--- src/rtl/main_fsm.sv ---
// Multicycle RISC-V main control FSM: sequences fetch, decode, memory, ALU and
// branch steps and drives the datapath select/enable lines as a Moore decode.
module main_fsm #(
    parameter bit ILLEGAL_TRAP = 1'b1
) (
    input  logic       clk,
    input  logic       reset,
    input  logic [6:0] op,
    input  logic       mem_ready,
    output logic       PCUpdate,
    output logic       Branch,
    output logic       RegWrite,
    output logic       MemWrite,
    output logic       IRWrite,
    output logic       AdrSrc,
    output logic [1:0] ResultSrc,
    output logic [1:0] ALUSrcA,
    output logic [1:0] ALUSrcB,
    output logic [1:0] ALUOp,
    output logic       fault,
    output logic [3:0] state
);

    localparam int unsigned OP_W  = 7;
    localparam int unsigned ST_W  = 4;

    localparam logic [OP_W-1:0] OP_LW   = OP_W'(7'b0000011);
    localparam logic [OP_W-1:0] OP_SW   = OP_W'(7'b0100011);
    localparam logic [OP_W-1:0] OP_RTYP = OP_W'(7'b0110011);
    localparam logic [OP_W-1:0] OP_ITYP = OP_W'(7'b0010011);
    localparam logic [OP_W-1:0] OP_JAL  = OP_W'(7'b1101111);
    localparam logic [OP_W-1:0] OP_BEQ  = OP_W'(7'b1100011);

    typedef enum logic [ST_W-1:0] {
        S_FETCH    = 4'd0,
        S_DECODE   = 4'd1,
        S_MEMADR   = 4'd2,
        S_MEMREAD  = 4'd3,
        S_MEMWB    = 4'd4,
        S_MEMWRITE = 4'd5,
        S_EXECR    = 4'd6,
        S_EXECI    = 4'd7,
        S_ALUWB    = 4'd8,
        S_JAL      = 4'd9,
        S_BEQ      = 4'd10,
        S_FAULT    = 4'd15
    } state_t;

    state_t state_q;

    // State sequencing; unused encodings fall back to FETCH, FAULT only leaves via reset.
    always_ff @(posedge clk or negedge reset) begin
        if (!reset) begin
            state_q <= S_FETCH;
        end else begin
            case (state_q)
                S_FETCH:    if (mem_ready) state_q <= S_DECODE;
                S_DECODE: begin
                    case (op)
                        OP_LW, OP_SW: state_q <= S_MEMADR;
                        OP_RTYP:      state_q <= S_EXECR;
                        OP_ITYP:      state_q <= S_EXECI;
                        OP_JAL:       state_q <= S_JAL;
                        OP_BEQ:       state_q <= S_BEQ;
                        default:      state_q <= ILLEGAL_TRAP ? S_FAULT : S_FETCH;
                    endcase
                end
                S_MEMADR:   state_q <= (op == OP_LW) ? S_MEMREAD : S_MEMWRITE;
                S_MEMREAD:  if (mem_ready) state_q <= S_MEMWB;
                S_MEMWB:    state_q <= S_FETCH;
                S_MEMWRITE: if (mem_ready) state_q <= S_FETCH;
                S_EXECR:    state_q <= S_ALUWB;
                S_EXECI:    state_q <= S_ALUWB;
                S_ALUWB:    state_q <= S_FETCH;
                S_JAL:      state_q <= S_ALUWB;
                S_BEQ:      state_q <= S_FETCH;
                S_FAULT:    state_q <= S_FAULT;
                default:    state_q <= S_FETCH;
            endcase
        end
    end

    // Moore output decode of the state register; only FETCH looks at mem_ready.
    always_comb begin
        PCUpdate  = 1'b0;
        Branch    = 1'b0;
        RegWrite  = 1'b0;
        MemWrite  = 1'b0;
        IRWrite   = 1'b0;
        AdrSrc    = 1'b0;
        ResultSrc = 2'b00;
        ALUSrcA   = 2'b00;
        ALUSrcB   = 2'b00;
        ALUOp     = 2'b00;
        fault     = 1'b0;
        case (state_q)
            S_FETCH: begin
                ALUSrcB   = 2'b10;
                ResultSrc = 2'b10;
                IRWrite   = mem_ready;
                PCUpdate  = mem_ready;
            end
            S_DECODE: begin
                ALUSrcA = 2'b01;
                ALUSrcB = 2'b01;
            end
            S_MEMADR: begin
                ALUSrcA = 2'b10;
                ALUSrcB = 2'b01;
            end
            S_MEMREAD: begin
                AdrSrc = 1'b1;
            end
            S_MEMWB: begin
                ResultSrc = 2'b01;
                RegWrite  = 1'b1;
            end
            S_MEMWRITE: begin
                AdrSrc   = 1'b1;
                MemWrite = 1'b1;
            end
            S_EXECR: begin
                ALUSrcA = 2'b10;
                ALUOp   = 2'b10;
            end
            S_EXECI: begin
                ALUSrcA = 2'b10;
                ALUSrcB = 2'b01;
                ALUOp   = 2'b10;
            end
            S_ALUWB: begin
                RegWrite = 1'b1;
            end
            S_JAL: begin
                ALUSrcA  = 2'b01;
                ALUSrcB  = 2'b10;
                PCUpdate = 1'b1;
            end
            S_BEQ: begin
                ALUSrcA = 2'b10;
                ALUOp   = 2'b01;
                Branch  = 1'b1;
            end
            S_FAULT: begin
                fault = 1'b1;
            end
            default: ;
        endcase
    end

    assign state = state_q;

endmodule

--- config.mk ---
export PLATFORM = sky130hd
export DESIGN_NAME = main_fsm
export DESIGN_NICKNAME = d
export VERILOG_FILES = /design/src/rtl/main_fsm.sv
export SDC_FILE = /design/constraint.sdc
export NUM_CORES = 1
export LEC_CHECK = 0
export BUFFER_PORTS_ARGS = -buffer_cell sky130_fd_sc_hd__buf_2
export CAP_MARGIN = 5
export CORE_MARGIN = 3
export CORE_UTILIZATION = 30
export DETAILED_ROUTE_END_ITERATION = 16
export SYNTH_ARGS = -nofsm -noshare
export SYNTH_HDL_FRONTEND = slang
export SYNTH_SLANG_ARGS = --single-unit
--- constraint.sdc ---
create_clock -name clk -period 2.6 [get_ports clk]
set_clock_uncertainty 0.2 [all_clocks]
set_input_delay 0 -clock clk [delete_from_list [all_inputs] [get_ports clk]]
set_output_delay 0 -clock clk [all_outputs]
set_load 0.03 [all_outputs]
== After elaboration in Yosys (flattened, before gate mapping) ==
Cells that the tools add are included.

* Flip-flop bits (word level): 4
* Input port bits: 10
* Word-level logic and storage cells: 49
* Output and inout bits: 19

* Multiplexer cells: 17
* Reductions and logical operators: 11
* Equality and inequality tests: 20

{| class="wikitable"
|+ Operators with widths
! operator !! count
|-
| 4-bit case mux with 7 select lines || 1
|-
| 4-bit case mux with 5 select lines || 1
|-
| 4-bit by 3-bit equality test with 1-bit output, second input constant || 4
|-
| 4-bit equality test, second input constant || 4
|-
| 2-bit case mux with 2 select lines || 4
|-
| 7-bit by 6-bit equality test with 1-bit output, second input constant || 2
|-
| 7-bit equality test, second input constant || 2
|-
| 4-bit two-way mux || 3
|-
| 2-bit OR reduction || 6
|-
| 4-bit by 2-bit equality test with 1-bit output, second input constant || 2
|-
| 7-bit by 2-bit equality test with 1-bit output, second input constant || 1
|-
| 7-bit by 5-bit equality test with 1-bit output, second input constant || 1
|-
| 1-bit two-way mux || 6
|-
| 2-bit inequality test, second input constant || 3
|-
| 3-bit OR reduction || 2
|-
| 4-bit by 1-bit equality test with 1-bit output, second input constant || 1
|-
| 4-bit logical NOT || 1
|-
| 4-bit OR reduction || 1
|-
| 3-bit two-way mux || 1
|-
| 3-bit AND reduction || 1
|-
| 1-bit case mux with 2 select lines || 1
|}

== Depth between registers and ports, before layout ==
Gate-level depths: netlist of run 1.

* Depth after elaboration: 4
* Depth in mapped cells: 4
* Mapped depth without buffers: 4

== Least setup slack after synthesis of run 1 ==
No wires, ideal clock.

* Kind: register to output
* Start point: register state_q[3], in the netlist state[3]
* End point: output IRWrite
* Data required time: 2.400 ns
* Data arrival time: 2.253 ns
* Slack: 0.147 ns
* Cell stages (with the launch flop): 4
* Cells stage by stage: dfrtp_1 clkbuf_1 nor4_1 and2_1

* Longest elaborated chain between the ends: 2

{| class="wikitable"
|+ Ends and longest elaborated chain
! what !! RTL line !! text
|-
| start: declaration || 49 || <nowiki>state_t state_q;</nowiki>
|-
| start signal: assignment || 65 || <nowiki>default: state_q <= ILLEGAL_TRAP ? S_FAULT : S_FETCH;</nowiki>
|-
| start signal: assignment || 68 || <nowiki>S_MEMADR: state_q <= (op == OP_LW) ? S_MEMREAD : S_MEMWRITE;</nowiki>
|-
| 4-bit logical NOT || 96 || <nowiki>case (state_q)</nowiki>
|-
| 1-bit two-way mux || 96 ||
|-
| end: declaration || 14 || <nowiki>output logic IRWrite,</nowiki>
|}

No other way between the ends.

== Final worst setup path of run 1 ==
* Start point: input op[2]
* End point: register state_q[1], in the netlist state[1]

* Longest elaborated chain between the ends: 4
* Elaborated cells between the ends (all ways): 10
* Classes of those cells: eq/ne: 6; mux: 3; reduce/logical: 1

{| class="wikitable"
|+ Ends and longest elaborated chain
! what !! RTL line !! text
|-
| start: declaration || 8 || <nowiki>input logic [6:0] op,</nowiki>
|-
| 7-bit by 2-bit equality test with 1-bit output / 7-bit by 6-bit equality test with 1-bit output (equally long branches) || 59, 68 ||
|-
| 2-bit OR reduction || 59 || <nowiki>case (op)</nowiki>
|-
| 4-bit case mux with 5 select lines || 59 ||
|-
| 4-bit case mux with 7 select lines (*) || 56 || <nowiki>case (state_q)</nowiki>
|}

Mark *: on every way between the ends. The rest lies on a longest branch, timed or not.
A chain may end at the register's enable or synchronous reset.

==> out/summary.json, run 1 <==
{
  "yosys.area.top_type_share": {"value": 0.213},
  "cp-startpoint": {"value": "op[2]"},
  "fin_crit": {"value": 2280, "unit": "ps"},
  "clock_buffers_created_by_tritoncts": {"value": 3},
  "worst_slew_pin_slew": {"value": 495, "unit": "ps"},
  "grt_first_pass_wirelength": {"value": 2490, "unit": "um"},
  "leakage": {"value": 0.000353, "unit": "uW"},
  "top_cell_type_by_total_area_after_synthesis": {"value": "dfrtp_1"},
  "hp-start": {"value": "op[3]"},
  "hold_path.class": {"value": "input port to register"},
  "core": {"value": 1380, "unit": "um^2"},
  "drtAntennaViolNets": {"value": 0},
  "regToRegStartpoint": {"value": "state[1]"},
  "drt-total-wl": {"value": 1580, "unit": "um"},
  "grt_start_max_net_pins": {"value": 18},
  "setup_fix_bufs_post_cts": {"value": 0},
  "final.period_utilization": {"value": 0.875},
  "antenna_found_initial": {"value": 0},
  "power.ir.vdd_worst": {"value": 470, "unit": "uV"},
  "fin_tns_setup": {"value": 0, "unit": "ps"},
  "via_count": {"value": 659},
  "detail_route.vias_per_cell": {"value": 5.31},
  "floorplan.die_area": {"value": 2080, "unit": "um^2"},
  "die-width": {"value": 45.6, "unit": "um"},
  "number_of_flip_flops_under_the_largest_register_name": {"value": 4},
  "synth_cell_types": {"value": 25},
  "drc": {"value": 0},
  "post_synth_instance_area": {"value": 470, "unit": "um^2"},
  "stdcell_count": {"value": 124},
  "cts_buffer_depth": {"value": 2},
  "cts.htree.levels": {"value": 1},
  "initialDrtViolationCount": {"value": 7},
  "worst_setup_hold_path_clk_slew": {"value": 40, "unit": "ps"},
  "design.final.nets": {"value": 121},
  "floorplan.initialDensity": {"value": 0.340},
  "route.top_layer_used": {"value": "met4"},
  "setup.worst_path.end_class": {"value": "register"},
  "boundaryPins": {"value": 29},
  "wl_met1": {"value": 633, "unit": "um"},
  "area_delta_synth_final": {"value": 56.1, "unit": "%"},
  "layout_commonest_cell": {"value": "buf_2"},
  "port-buffer-count": {"value": 28},
  "cap_violations": {"value": 0},
  "gp_congestion": {"value": 0.782},
  "setup_viol": {"value": 0},
  "post_dp_cell_area": {"value": 622, "unit": "um^2"},
  "synth-seq-cells": {"value": 4},
  "timing.final.hold_violations": {"value": 0},
  "global_route.overflow_total": {"value": 0},
  "run_status": {"value": "finished clean"},
  "wl_met3": {"value": 124, "unit": "um"},
  "drive_above_1_share": {"value": 0.294},
  "synth_warnings": {"value": 0},
  "postSynthNetCount": {"value": 82},
  "clock_sink_count": {"value": 4},
  "dp_hpwl": {"value": 1110, "unit": "um"},
  "placementRows": {"value": 13},
  "timing_max_transition_violations_final": {"value": 0},
  "ys_seq_area_frac": {"value": 0.213},
  "worst-path-max-fanout": {"value": 4},
  "drt_first_pass_iters": {"value": 4},
  "post_cts.resized_instances": {"value": 0},
  "critPathKind": {"value": "input port to register"},
  "main_area_contributors_after_synthesis": {"value": "dfrtp_1 21%, nor3_1 11%, o21ai_0 8.5%"},
  "timing.critical_path.from_type": {"value": "input port"},
  "grt_usage": {"value": 0.165},
  "worstPathArrival": {"value": 2170, "unit": "ps"},
  "worst-endpoint-required": {"value": 2500, "unit": "ps"},
  "route.detailed.wl_per_inst": {"value": 12.7, "unit": "um"},
  "syn_area_per_cell": {"value": 6.53, "unit": "um^2"},
  "max_clock_freq": {"value": 439, "unit": "MHz"},
  "powerDensity": {"value": 1290, "unit": "nW/um^2"},
  "detailroute.wirelength.met2": {"value": 785, "unit": "um"},
  "tritoncts": {"value": "built"},
  "antenna-diode-count": {"value": 0},
  "synthesis.instances": {"value": 72},
  "clk_latency": {"value": 240, "unit": "ps"},
  "fp.dieH": {"value": 45.6, "unit": "um"},
  "mostFrequentLayoutCells": {"value": "28 x buf_2, 10 x nor3_1, 9 x dlygate4sd3_1, 8 x nand2_1, 8 x o21ai_0"},
  "postLayoutCellArea": {"value": 734, "unit": "um^2"},
  "rsz0062_at_grt": {"value": "no"},
  "totalPowerFinal": {"value": 946, "unit": "uW"},
  "placed_cells": {"value": 112},
  "number_of_global_route_vias_before_repair": {"value": 604},
  "clk_root_buffer_cell": {"value": "clkbuf_4"},
  "slew-limit-headroom": {"value": 0.670}
}
-- final timing paths --
path                       slack [ps]  depth (start not counted)        to
setup reg to reg                  480                          5  state[1]
min in group asynchronous         470                          3  state[3]
hold / removal                     20                          4  state[0]
setup / recovery                  320                          7  state[1]
max in group asynchronous        1560                          3  state[1]
hold reg to reg                   470                          3  state[0]
-- synth_stat cells --
library cell / count
nand2_1: 8
o22a_1: 1
inv_1: 4
clkbuf_1: 3
or3_1: 2
maj3_1: 1
or4_1: 1
a211o_1: 2
and2_1: 2
nor2_1: 6
o32ai_1: 1
a21boi_0: 1
buf_1: 1
nor3_1: 10
a21oi_1: 3
nand4_1: 1
xnor2_1: 3
nor4_1: 1
dfrtp_1: 4
nand2b_1: 4
nand3b_1: 1
o21ai_0: 8
nand3_1: 2
and3_1: 1
a41o_1: 1
-- per-stage QoR --
step           hold slack [ps]   util  setup WS, ps
3_3_place_gp              -391  0.450           869
5_1_grt                   45.4  0.531           233
2_1_floorplan             -496      -           147
3_5_place_dp              -392  0.450           860
6_report                  20.0  0.531           324
4_1_cts                   16.2  0.531           470
-- final cells by class --
| type | count | area, um^2 |
|---|---|---|
| Fill cell | 156 | 648 |
| Multi-Input combinational cell | 60 | 340 |
| Timing Repair Buffer | 38 | 238 |
| Sequential cell | 4 | 100 |
| Clock buffer | 3 | 22.5 |
| Tap cell | 15 | 18.8 |
| Inverter | 4 | 15.0 |
-- report_power, final --
| group | total (uW) | switching [uW] | internal [uW] |
|---|---|---|---|
| Clock | 78.8 | 27.1 | 51.7 |
| Sequential | 170 | 80.8 | 89.0 |
| Combinational | 697 | 456 | 242 |
| Total | 946 | 563 | 382 |
-- kinds of logic (layout without fill, tap and decap cells) --
| family | count (synthesis) | after routing | share of synthesized area |
|---|---|---|---|
| buf+inv | 8 | 45 | 0.0638 |
| flops | 4 | 4 | 0.213 |
| xor+xnor | 3 | 3 | 0.0559 |
| simple gates | 39 | 39 | 0.418 |
| compound gates | 17 | 17 | 0.229 |
| fa+ha+maj | 1 | 1 | 0.0213 |
-- per-layer routing --
metal / GRT usage / up-vias
met2: 0.284 / 35
met3: 0.0474 / 4
li1: - / 339
met5: 0 / -
met1: 0.188 / 281
met4: 0.0702 / 0
-- repair_timing --
| action | in CTS | in global routing |
|---|---|---|
| endpoints found under the setup margin | 0 | 0 |
| hold endpoints to repair | 6 | 0 |
| hold buffers | 9 | 0 |
-- critical path, stage by stage --
cell	delay (ps)
dlygate4sd3_1	520
buf_2	130
nand4_1	120
dlygate4sd3_1	590
o21ai_0	130
dlygate4sd3_1	570
o21ai_0	110
Power figures use the tool's default switching activity.
==> inputs of run 2 (changes only) <==
Settings changed: PLACE_DENSITY set to 0.67, RECOVER_POWER set to 25.
==> out/summary.json, run 2 (synthesis results as in run 1) <==
{
  "route.detailed.wl_per_inst": {"value": 11.7, "unit": "um"},
  "number_of_global_route_vias_before_repair": {"value": 546},
  "timing_max_transition_violations_final": {"value": 0},
  "dp_hpwl": {"value": 1100, "unit": "um"},
  "port-buffer-count": {"value": 28},
  "drc": {"value": 0},
  "placementRows": {"value": 13},
  "design.final.nets": {"value": 117},
  "setup_fix_bufs_post_cts": {"value": 0},
  "powerDensity": {"value": 1330, "unit": "nW/um^2"},
  "timing.critical_path.max_delay_family": {"value": "buffers and inverters"},
  "drt-total-wl": {"value": 1400, "unit": "um"},
  "setup_viol": {"value": 0},
  "run_status": {"value": "finished clean"},
  "floorplan.initialDensity": {"value": 0.340},
  "slew-limit-headroom": {"value": 0.689},
  "boundaryPins": {"value": 29},
  "clock_buffers_created_by_tritoncts": {"value": 3},
  "via_count": {"value": 633},
  "postLayoutCellArea": {"value": 692, "unit": "um^2"},
  "totalPowerFinal": {"value": 920, "unit": "uW"},
  "clk_latency": {"value": 240, "unit": "ps"},
  "max_clock_freq": {"value": 460, "unit": "MHz"},
  "power.ir.vdd_worst": {"value": 459, "unit": "uV"},
  "max_incr_delay_on_cp": {"value": 570, "unit": "ps"},
  "timing.critical_path.cells": {"value": "dlygate4sd3_1, buf_2, nand4_1, dlygate4sd3_1, o21ai_0, dlygate4sd3_1, o21ai_0"},
  "worst_setup_hold_path_clk_slew": {"value": 40, "unit": "ps"},
  "antenna_found_initial": {"value": 0},
  "mostFrequentLayoutCells": {"value": "26 x buf_2, 10 x nor3_1, 8 x nand2_1, 8 x o21ai_0, 6 x nor2_1"},
  "grt_first_pass_wirelength": {"value": 2230, "unit": "um"},
  "grt_start_max_net_pins": {"value": 18},
  "drt_first_pass_iters": {"value": 4},
  "leakage": {"value": 0.000332, "unit": "uW"},
  "fillers": {"value": 144},
  "cts_buffer_depth": {"value": 2},
  "worst_path_max_delay_cell": {"value": "dlygate4sd3_1"},
  "antenna-diode-count": {"value": 0},
  "worstPathArrival": {"value": 2090, "unit": "ps"},
  "post_cts.resized_instances": {"value": 0},
  "cap_violations": {"value": 0},
  "gp_congestion": {"value": 0.843},
  "timing.final.hold_violations": {"value": 0},
  "die-width": {"value": 45.6, "unit": "um"},
  "hold_path.class": {"value": "input port to register"},
  "drtAntennaViolNets": {"value": 0},
  "global_route.overflow_total": {"value": 0},
  "fin_crit": {"value": 2180, "unit": "ps"},
  "clock_sink_count": {"value": 4},
  "rsz0062_at_grt": {"value": "no"},
  "total_of_hold_buffers_inserted_after_clock_tree_synthesis": {"value": 5},
  "core": {"value": 1380, "unit": "um^2"},
  "floorplan.die_area": {"value": 2080, "unit": "um^2"},
  "worst_slew_pin_slew": {"value": 466, "unit": "ps"},
  "area_delta_synth_final": {"value": 47.1, "unit": "%"},
  "timing.critical_path.from_type": {"value": "input port"},
  "crit_path_buffers_inverters": {"value": 4},
  "number_of_flip_flops_under_the_largest_register_name": {"value": 4},
  "fin_tns_setup": {"value": 0, "unit": "ps"},
  "fp.dieH": {"value": 45.6, "unit": "um"},
  "detail_route.vias_per_cell": {"value": 5.28},
  "drive_above_1_share": {"value": 0.286},
  "layout_commonest_cell": {"value": "buf_2"},
  "critical-path-top-cell-by-count": {"value": "dlygate4sd3_1"},
  "cts.htree.levels": {"value": 1},
  "tritoncts": {"value": "built"},
  "critPathKind": {"value": "input port to register"},
  "post_dp_cell_area": {"value": 622, "unit": "um^2"},
  "clk_root_buffer_cell": {"value": "clkbuf_4"},
  "worst-endpoint-required": {"value": 2510, "unit": "ps"},
  "final.period_utilization": {"value": 0.837},
  "initialDrtViolationCount": {"value": 9},
  "setup.worst_path.end_class": {"value": "register"},
  "worst-path-max-fanout": {"value": 4},
  "grt_usage": {"value": 0.146}
}
==> run 2: cell types whose count changed in the layout (fill, tap and decap cells not counted) <==
cell / before / now
clkbuf_1: 0 / 2
buf_2: 28 / 26
dlygate4sd3_1: 9 / 5
==> run 2: power breakdown <==
part           internal [uW]  total [uW]  switching, uW
Clock                   51.5        76.0           24.5
Sequential              89.1         169           79.7
Combinational            225         675            450
==> run 2: cell type report <==
type	instances	area, um^2	share of cell area
clock buffers	3	22.5	0.0325
inverters	4	15.0	0.0217
multi-input cells	60	340	0.492
flip-flops and latches	4	100	0.145
well taps	15	18.8	0.0271
repair buffers	34	195	0.282
==> run 2: metrics by stage <==
step / worst slack [ps] / cells / hold WS [ps] / util
6_report: 425 / 120 / 8.39 / 0.500
5_1_grt: 316 / 120 / 34.2 / 0.500
4_1_cts: 470 / 120 / 0.347 / 0.502
3_5_place_dp: 855 / 112 / -393 / 0.450
3_3_place_gp: 874 / 112 / -392 / 0.450
2_1_floorplan: 147 / 72 / -496 / -
==> run 2: metal layers <==
metal / part of all wire / track usage / vias to the layer above
met2: 0.49 / 0.234 / 22
met4: 0 / 0.0409 / 0
li1: - / - / 326
met1: 0.44 / 0.183 / 285
met3: 0.069 / 0.0514 / 0
met5: 0 / 0 / -
==> run 2: path summary, 6_finish.rpt <==
check | start | to | slack [ps] | cells past startpoint
min | mem_ready | state[1] | 8 | 4
max in group asynchronous | reset | state[3] | 1580 | 3
max | op[2] | state[1] | 420 | 7
min reg2reg | state[2] | state[0] | 490 | 3
min in group asynchronous | reset | state[1] | 450 | 3
max reg2reg | state[1] | state[1] | 550 | 5
==> run 2: tightest hold or removal path, delay by kind of cell <==
| family | cells | cell delay [ps] |
|---|---|---|
| AOI/OAI and AO/OA | 2 | 170 |
| buffers and inverters | 1 | 140 |
| and+or+nand+nor | 1 | 90 |
==> inputs of run 3 (changes only) <==
Clock period 2.6 ns to 2.09 ns, I/O delays scaled along.
==> out/summary.json, run 3 (synthesis results as in run 1) <==
{
  "run_status": {"value": "finished clean"},
  "number_of_global_route_vias_before_repair": {"value": 594},
  "area_delta_synth_final": {"value": 56.4, "unit": "%"},
  "leakage": {"value": 0.000349, "unit": "uW"},
  "setup.worst_path.end_class": {"value": "output pin"},
  "drt-total-wl": {"value": 1590, "unit": "um"},
  "fin_tns_setup": {"value": 0, "unit": "ps"},
  "layout_commonest_cell": {"value": "buf_2"},
  "fp.dieH": {"value": 45.6, "unit": "um"},
  "antenna-diode-count": {"value": 0},
  "clock_sink_count": {"value": 4},
  "drive_above_1_share": {"value": 0.294},
  "p_clk_frac": {"value": 0.084},
  "total_switching_power": {"value": 710, "unit": "uW"},
  "power.ir.vdd_worst": {"value": 961, "unit": "uV"},
  "floorplan.die_area": {"value": 2080, "unit": "um^2"},
  "drc": {"value": 0},
  "worst_setup_hold_path_clk_slew": {"value": 40, "unit": "ps"},
  "boundaryPins": {"value": 29},
  "grt_start_max_net_pins": {"value": 17},
  "rsz0062_at_grt": {"value": "no"},
  "mostFrequentLayoutCells": {"value": "26 x buf_2, 10 x nor3_1, 8 x nand2_1, 8 x o21ai_0, 8 x dlygate4sd3_1"},
  "detail_route.vias_per_cell": {"value": 5.46},
  "grt_usage": {"value": 0.185},
  "dp_hpwl": {"value": 1140, "unit": "um"},
  "stdcell_count": {"value": 124},
  "worst-endpoint-required": {"value": 1890, "unit": "ps"},
  "critPathKind": {"value": "register to output pin"},
  "fin_crit": {"value": 1840, "unit": "ps"},
  "slew-limit-headroom": {"value": 0.679},
  "hold_path.class": {"value": "input port to register"},
  "timing.final.hold_violations": {"value": 0},
  "worstPathArrival": {"value": 1640, "unit": "ps"},
  "port-buffer-count": {"value": 28},
  "clk_root_buffer_cell": {"value": "clkbuf_4"},
  "internal_power": {"value": 462, "unit": "uW"},
  "grt_first_pass_wirelength": {"value": 2790, "unit": "um"},
  "clk_latency": {"value": 240, "unit": "ps"},
  "cts.htree.levels": {"value": 1},
  "seq_power_share": {"value": 0.174},
  "cts_buffer_depth": {"value": 2},
  "worst_slew_pin_slew": {"value": 482, "unit": "ps"},
  "tritoncts": {"value": "built"},
  "switching_share": {"value": 0.606},
  "design.final.nets": {"value": 121},
  "timing_max_transition_violations_final": {"value": 0},
  "placementRows": {"value": 13},
  "max_clock_freq": {"value": 544, "unit": "MHz"},
  "clock_buffers_created_by_tritoncts": {"value": 3},
  "powerDensity": {"value": 1590, "unit": "nW/um^2"},
  "initialDrtViolationCount": {"value": 35},
  "p_comb_frac": {"value": 0.742},
  "final.period_utilization": {"value": 0.880},
  "placed_cells": {"value": 113},
  "route.detailed.wl_per_inst": {"value": 12.8, "unit": "um"},
  "drt_first_pass_iters": {"value": 4},
  "core": {"value": 1380, "unit": "um^2"},
  "setup_viol": {"value": 0},
  "worst-path-max-fanout": {"value": 14},
  "cap_violations": {"value": 0},
  "antenna_found_initial": {"value": 0},
  "floorplan.initialDensity": {"value": 0.340},
  "number_of_flip_flops_under_the_largest_register_name": {"value": 4},
  "timing.critical_path.from_type": {"value": "register"},
  "gp_congestion": {"value": 0.836},
  "die-width": {"value": 45.6, "unit": "um"},
  "via_count": {"value": 677},
  "drtAntennaViolNets": {"value": 0},
  "global_route.overflow_total": {"value": 0}
}
-- run 3: cell types whose count changed in the layout (fill, tap and decap cells not counted) --
cell,previous run,this run
nor4_1,1,0
nor4_2,0,1
dlygate4sd3_1,5,8
buf_4,1,2
-- run 3: final timing paths --
| path | startpoint | to | slack, ps | cells past startpoint |
|---|---|---|---|---|
| setup / recovery | state[0] | fault | 250 | 3 |
| hold / removal | op[5] | state[1] | 3 | 4 |
| setup reg to reg | state[2] | state[0] | 350 | 3 |
| hold reg to reg | state[2] | state[0] | 480 | 3 |
| max in group asynchronous | reset | state[3] | 1070 | 3 |
| min in group asynchronous | reset | state[0] | 460 | 3 |
-- run 3: power groups by stage --
stage                     Combinational [uW]  Clock, uW  Sequential, uW
after floorplan                          604          0             221
final                                    869       98.2             204
after CTS                                874       98.8             204
after global placement                   854          0             198
after global routing                     948        110             219
after detailed placement                 861          0             205
-- run 3: cell type report --
| class | instances | area [um^2] |
|---|---|---|
| clock buffer | 3 | 22.5 |
| fill | 140 | 647 |
| inverter | 4 | 15.0 |
| timing repair buffer | 38 | 233 |
| multi-input combinational | 60 | 347 |
| tap | 15 | 18.8 |
| sequential | 4 | 100 |
-- run 3: metal layers --
layer / up-vias / track usage / wire (um)
met5: - / 0 / 0
met4: 0 / 0.0819 / 35
met3: 6 / 0.0474 / 113
met2: 21 / 0.265 / 719
met1: 310 / 0.258 / 719
li1: 340 / - / -
-- run 3: worst max-delay path: stages, from the launching register on --
cell	delay (ps)
dfrtp_1	620
inv_1	220
nor3_1	300
buf_2	250
-- run 3: through the flow --
step | setup slack (ps) | hold slack (ps) | power, uW | utilization | area (um^2)
final | 251 | 2.86 | 1170 | 0.532 | 736
after global routing | 48.0 | 42.0 | 1280 | 0.532 | 736
after CTS | 272 | 0.0848 | 1180 | 0.534 | 738
after detailed placement | 360 | -391 | 1070 | 0.460 | 636
after global placement | 380 | -390 | 1050 | 0.460 | 636
after floorplan | 0.502 | -496 | 825 | - | 477
-- run 3: repair_timing --
action | CTS | global route
gates resized for setup | 0 | 0
hold buffers | 8 | 0
buffers inserted | 0 | 0
hold endpoints to repair | 6 | 0
